$ cat src/rtl/pipelined_ripple_adder.sv
// rtl/pipelined_ripple_adder.sv - WIDTH-bit add/subtract split into STAGES registered ripple segments
// Optional feature macro: PIPE_ADD_OVF_EN (registered two's-complement overflow flag on ovf).
module pipelined_ripple_adder #(
  parameter int WIDTH  = 32,
  parameter int STAGES = 4
) (
  input  logic             clk,
  input  logic             rst_n,
  input  logic             in_valid,
  output logic             in_ready,
  input  logic [WIDTH-1:0] a,
  input  logic [WIDTH-1:0] b,
  input  logic             cin,
  input  logic             sub,
  output logic             out_valid,
  input  logic             out_ready,
  output logic [WIDTH-1:0] sum,
  output logic             cout,
  output logic             ovf
);

  localparam int SEG = WIDTH / STAGES;

  // The whole pipe moves together; a held result freezes every stage, bubbles included.
  logic w_adv;
  assign w_adv    = !out_valid | out_ready;
  assign in_ready = w_adv;

  for (genvar k = 0; k < STAGES; k++) begin : g_stage
    // Operand bits still to be added when entering this stage, and sum bits known after it.
    localparam int WIN = WIDTH - k * SEG;
    localparam int LO  = (k + 1) * SEG;

    logic [WIN-1:0] w_a_in;
    logic [WIN-1:0] w_b_in;
    logic           w_c_in;
    logic           w_v_in;
    logic [SEG:0]   w_seg;
    logic [LO-1:0]  w_sum_nxt;

    logic           r_valid;
    logic           r_c;
    logic [LO-1:0]  r_sum;

    if (k == 0) begin : g_src
      // Subtract folds into an add: invert B here and force the carry-in to 1.
      assign w_a_in    = a;
      assign w_b_in    = sub ? ~b : b;
      assign w_c_in    = sub | cin;
      assign w_v_in    = in_valid;
      assign w_sum_nxt = w_seg[SEG-1:0];
    end else begin : g_src
      assign w_a_in    = g_stage[k-1].g_ops.r_a;
      assign w_b_in    = g_stage[k-1].g_ops.r_b;
      assign w_c_in    = g_stage[k-1].r_c;
      assign w_v_in    = g_stage[k-1].r_valid;
      assign w_sum_nxt = {w_seg[SEG-1:0], g_stage[k-1].r_sum};
    end

    assign w_seg = {1'b0, w_a_in[SEG-1:0]} + {1'b0, w_b_in[SEG-1:0]} + (SEG+1)'(w_c_in);

    // Register this segment's partial sum, its carry-out and the valid bit.
    always_ff @(posedge clk or negedge rst_n) begin
      if (!rst_n) begin
        r_valid <= 1'b0;
        r_c     <= 1'b0;
        r_sum   <= '0;
      end else if (w_adv) begin
        r_valid <= w_v_in;
        r_c     <= w_seg[SEG];
        r_sum   <= w_sum_nxt;
      end
    end

    if (k < STAGES - 1) begin : g_ops
      logic [WIN-SEG-1:0] r_a;
      logic [WIN-SEG-1:0] r_b;

      // Carry forward only the operand segments later stages have yet to consume.
      always_ff @(posedge clk or negedge rst_n) begin
        if (!rst_n) begin
          r_a <= '0;
          r_b <= '0;
        end else if (w_adv) begin
          r_a <= w_a_in[WIN-1:SEG];
          r_b <= w_b_in[WIN-1:SEG];
        end
      end
    end
  end

  assign out_valid = g_stage[STAGES-1].r_valid;
  assign sum       = g_stage[STAGES-1].r_sum;
  assign cout      = g_stage[STAGES-1].r_c;

`ifdef PIPE_ADD_OVF_EN
  logic w_cmsb;
  logic r_cmsb;

  // Carry into the MSB recovered from the MSB's own inputs and sum bit.
  assign w_cmsb = g_stage[STAGES-1].w_a_in[SEG-1] ^ g_stage[STAGES-1].w_b_in[SEG-1]
                ^ g_stage[STAGES-1].w_seg[SEG-1];

  // Keep the MSB carry-in alongside the last stage so it stalls with the result.
  always_ff @(posedge clk or negedge rst_n) begin
    if (!rst_n) begin
      r_cmsb <= 1'b0;
    end else if (w_adv) begin
      r_cmsb <= w_cmsb;
    end
  end

  assign ovf = out_valid & (r_cmsb ^ cout);
`else
  assign ovf = 1'b0;
`endif

endmodule

$ cat config.mk
export PLATFORM = sky130hd
export DESIGN_NAME = pipelined_ripple_adder
export DESIGN_NICKNAME = d
export VERILOG_FILES = /design/src/rtl/pipelined_ripple_adder.sv
export SDC_FILE = /design/constraint.sdc
export NUM_CORES = 1
export LEC_CHECK = 0
export ABC_CLOCK_PERIOD_IN_PS = 4500
export BUFFER_PORTS_ARGS = -buffer_cell sky130_fd_sc_hd__clkbuf_2
export CAP_MARGIN = 0
export CORE_UTILIZATION = 50
export DETAILED_ROUTE_END_ITERATION = 10
export MAX_ROUTING_LAYER = met4
export PLACE_DENSITY = 0.7
export SYNTH_ARGS = -nofsm -noshare
export SYNTH_HDL_FRONTEND = slang
export SYNTH_SLANG_ARGS = --single-unit
$ cat constraint.sdc
create_clock -name clk -period 4.5 [get_ports clk]
set_input_delay 0.45 -clock clk [delete_from_list [all_inputs] [get_ports clk]]
set_output_delay 0.45 -clock clk [all_outputs]
set_load 0.01 [all_outputs]
==> summary.md <==
| Metric | Value |
|---|---|
| Hold Vio Cnt, Final | 0 |
| RSZ-0062 raised after global routing | false |
| Slew headroom | 0.3476 |
| Routed wire length | 16,500 um |
| NumNets Final | 1,118 |
| Initial Util | 0.5145 |
| R2R setup slack | 2.06 ns |
| Drt via density | between 5 and 6 |
| N_diodes | 0 |
| Crit. path cell count | 6 |
| Die X-Extent | ~130 um |
| Type of the worst setup path | flip-flop to flip-flop |
| Num CTS Buffers | 17 |
| Worst-path clk slew | 0.07 ns |
| Critical path buffer and inverter count | 0 |
| Leakage | 4.960 nW |
| Avg Cell Area, Syn | 9.229 um^2 |
| Clk Latency, worst-skew pair | about 0.43 ns |
| Gp weighted congestion | between 0.8 and 0.9 |
| Share of cells above drive strength 1 | 0.1436 |
| Synthesized area | approximately 8600 um^2 |
| GR Util All Layers | 0.2123 |
| Hold buffers post-CTS | 0 |
| WL/cell | approximately 13 um |
| Worst slew pin tran | 0.9786 ns |
| Period minus WS final | roughly 2.4 ns |
| Run status | finished, final reports clean |
| Startpoint types | flip-flop |
| Fill count | about 1,500 |
| Die area | between 15,000 and 20,000 um^2 |
| Seq/Total Area, Yosys | 0.5359 |
| I/O Pins | approximately 110 |
| CTS tree | built |
| Maximum VDD drop | 0.3771 mV |
| FP Rows | between 40 and 50 |
| Post-CTS setup buffers | 0 |
| Drt pass-1 iters | 5 |
| RR Endpoint | g_stage[2].r_c |
| Setup tns final | 0 ns |
| Remaining DRCs | 0 |
| Cells after Synth | about 930 |
| Final ANT Viol Nets | 0 |
| Clk_skew | approximately 0.013 ns |
| Worst path slowest cell | fa_1 |
| Hold Path Class | input pin to asynchronous set/reset pin |
| Crit path max-delay family | adder cells |
| Critical Path, Cell by Cell | fa_1 > fa_1 > a211oi_2 > nor2_1 > o31a_1 > o31a_1 |
| Final worst path period share | 0.5428 |
| Reg2reg path depth | 6 |
| DR iter-0 viols | between 400 and 500 |
| Hold_ws | around 0.16 ns |
| Total grt overflow | 0 |
| Initial antenna violation count | 0 |
| Syn nets | between 1,000 and 1,500 |
| Syn-to-layout area delta | 14.13% |
| Global-route wire length before repair | slightly below 30,000 um |
| Area of the core | ~17,000 um^2 |
| Vias in the first global route | between 6,000 and 7,000 |
| Reg2reg start | g_stage[1].r_c |
| Root Buffer | clkbuf_16 |
| Synth warn | 0 |
| Max FO, Critical Path | 3 |
| Die height | 133.1 um |
| Peak Freq | ~400 MHz |
| DPL Wire Length | about 11,000 um |
| Distinct cell type count after synthesis | 39 |
| I/O Buffers | 104 |
| Slowest stage delay, CP | around 0.49 ns |
| H-tree levels | 4 |
| Worst Path Arrival | approximately 2.7 ns |
| Number of max-cap violations | 0 |
| Largest net degree at the start of global routing | about 240 |
| Clock tree sinks | 184 |
| Slew Viols, Final | 0 |
| Crit. End Element | flip-flop |
| Finish-stage setup viols | 0 |
| Synth Register Bits | approximately 180 |
| Total number of vias | approximately 6,300 |
| Clock tree buffer depth | 2 |
| Resized Gates After CTS | 0 |
| Worst Path Required | 4.80 ns |
| Power density over the cells | a little over 700 nW/um^2 |
sequential cells by signal, indices dropped and copies added (netlist names):
name,cells
cout,1
g_stage.r_c,3
g_stage.g_ops.r_b,48
g_stage.g_ops.r_a,48
g_stage.r_valid,3
sum,32
g_stage.r_sum,48
out_valid,1
cell type report:
cell class	instances	area, um^2	share of cell area
inverters	4	17.52	0.001786
well taps	220	275.3	0.02807
multi-input cells	695	3716	0.3790
clock buffers	18	439.2	0.04479
flip-flops and latches	184	4604	0.4696
repair buffers	110	586.8	0.05984
clock inverters	13	166.4	0.01697
report_power, final:
group / switching (mW) / leakage (nW) / internal (mW) / total [mW]
Combinational: 1.51 / 2.45 / 1.08 / 2.59
Sequential: 0.430 / 2.22 / 2.39 / 2.82
Clock: 0.633 / 0.290 / 0.891 / 1.52
Total: 2.57 / 4.96 / 4.37 / 6.94
worst reg2reg max path: stages, from the launching register on:
cell and delay [ns]:
dfrtp_1 0.40, fa_1 0.50, fa_1 0.47, a211oi_2 0.27, nor2_1 0.10, o31a_1 0.28, o31a_1 0.30
per-stage QoR:
stage	instance area [um^2]	utilization	power, mW	setup slack [ns]	instances
final	9806	0.5871	6.937	2.057	1244
after global routing	9806	0.5871	7.542	1.948	1244
after CTS	9806	0.5871	7.001	2.069	1244
after detailed placement	9200	0.5509	5.440	1.907	1213
after global placement	9200	0.5509	5.365	1.980	1213
after floorplan	8592	-	4.734	1.948	931
cell usage in the layout (no fill, tap or decap), types with 4 or more instances in the layout:
| cell type | synthesis | routed |
|---|---|---|
| clkbuf_2 | 0 | 103 |
| nor4b_1 | 8 | 8 |
| nor3_1 | 8 | 8 |
| nand2b_1 | 7 | 7 |
| o21a_1 | 6 | 6 |
| o31a_1 | 7 | 7 |
| dfrtp_1 | 184 | 184 |
| nand3_1 | 5 | 5 |
| xnor2_1 | 27 | 27 |
| nor3b_1 | 18 | 18 |
| nor2_1 | 10 | 10 |
| ha_1 | 28 | 28 |
| nand2_1 | 430 | 430 |
| o31ai_1 | 8 | 8 |
| fa_1 | 8 | 8 |
| inv_6 | 0 | 4 |
| nand3b_1 | 5 | 5 |
| a21o_1 | 8 | 8 |
| clkbuf_16 | 0 | 17 |
| xor2_1 | 9 | 9 |
| o21ai_0 | 52 | 52 |
| or3_1 | 6 | 6 |
| buf_4 | 3 | 5 |
| a211oi_1 | 20 | 20 |
cells in the mapped netlist:
library cell  count  area, um^2
xnor2_1          27       236.5
or3_1             6       37.54
o21ai_0          52       260.3
or2_2             1       6.260
a221o_1           1       10.01
o21a_1            6       45.04
buf_2            40       200.2
inv_2             1       3.750
nor2b_4           1       13.76
o31ai_1           8       60.06
buf_4             3       22.52
nand2b_1          7       43.79
mux2i_1           3       30.03
o22a_1            3       26.28
nor4b_1           8       70.07
dfrtp_1         184        4604
a21oi_1           3       15.01
nor2b_1           1       6.260
a211oi_1         20       150.1
a211oi_2          3       37.54
xor2_1            9       78.83
a211o_1           1       8.760
o31a_1            7       61.31
fa_1              8       160.2
clkbuf_1          3       11.26
nand3_1           5       25.02
nor2_1           10       37.54
nand3b_1          5       37.54
a221oi_1          3       26.28
nor3_1            8       40.04
conb_1            1       3.750
buf_6             2       22.52
inv_1             3       11.26
a21o_1            8       60.06
nor3b_1          18       135.1
ha_1             28       350.3
nor4_1            1       6.260
o21bai_1          3       22.52
nand2_1         430        1614
cells by family (layout without fill, tap and decap cells):
logic type	count (synthesis)	after routing	synth area share
AND/OR/NAND/NOR	501	501	0.2413
flip-flops	184	184	0.5359
AO/OA/AOI/OAI	118	118	0.09116
buffers and inverters	52	145	0.03160
adder cells (fa/ha/maj)	36	36	0.05941
XOR/XNOR	36	36	0.03670
multiplexers	3	3	0.003495
other	1	1	0.0004365
metal layers:
| layer | vias to the layer above | global-route usage | part of all wire |
|---|---|---|---|
| li1 | 3205 | - | - |
| met3 | 16 | 0.03678 | 0.043 |
| met4 | 0 | 0.06194 | 0.013 |
| met2 | 118 | 0.3031 | 0.44 |
| met1 | 2917 | 0.3098 | 0.51 |
| met5 | - | - | 0 |
worst max path at each step:
stage | startpoint | endpoint | slack [ns]
after floorplan | sub | g_stage[0].r_sum[6] | 1.95
after global placement | sub | g_stage[0].r_sum[7] | 1.98
after detailed placement | sub | g_stage[0].r_sum[4] | 1.91
after CTS | g_stage[1].r_c | g_stage[2].r_c | 2.07
after global routing | g_stage[1].r_c | g_stage[2].r_c | 1.95
final | g_stage[1].r_c | g_stage[2].r_c | 2.06
(Power assumes the default switching activity.)
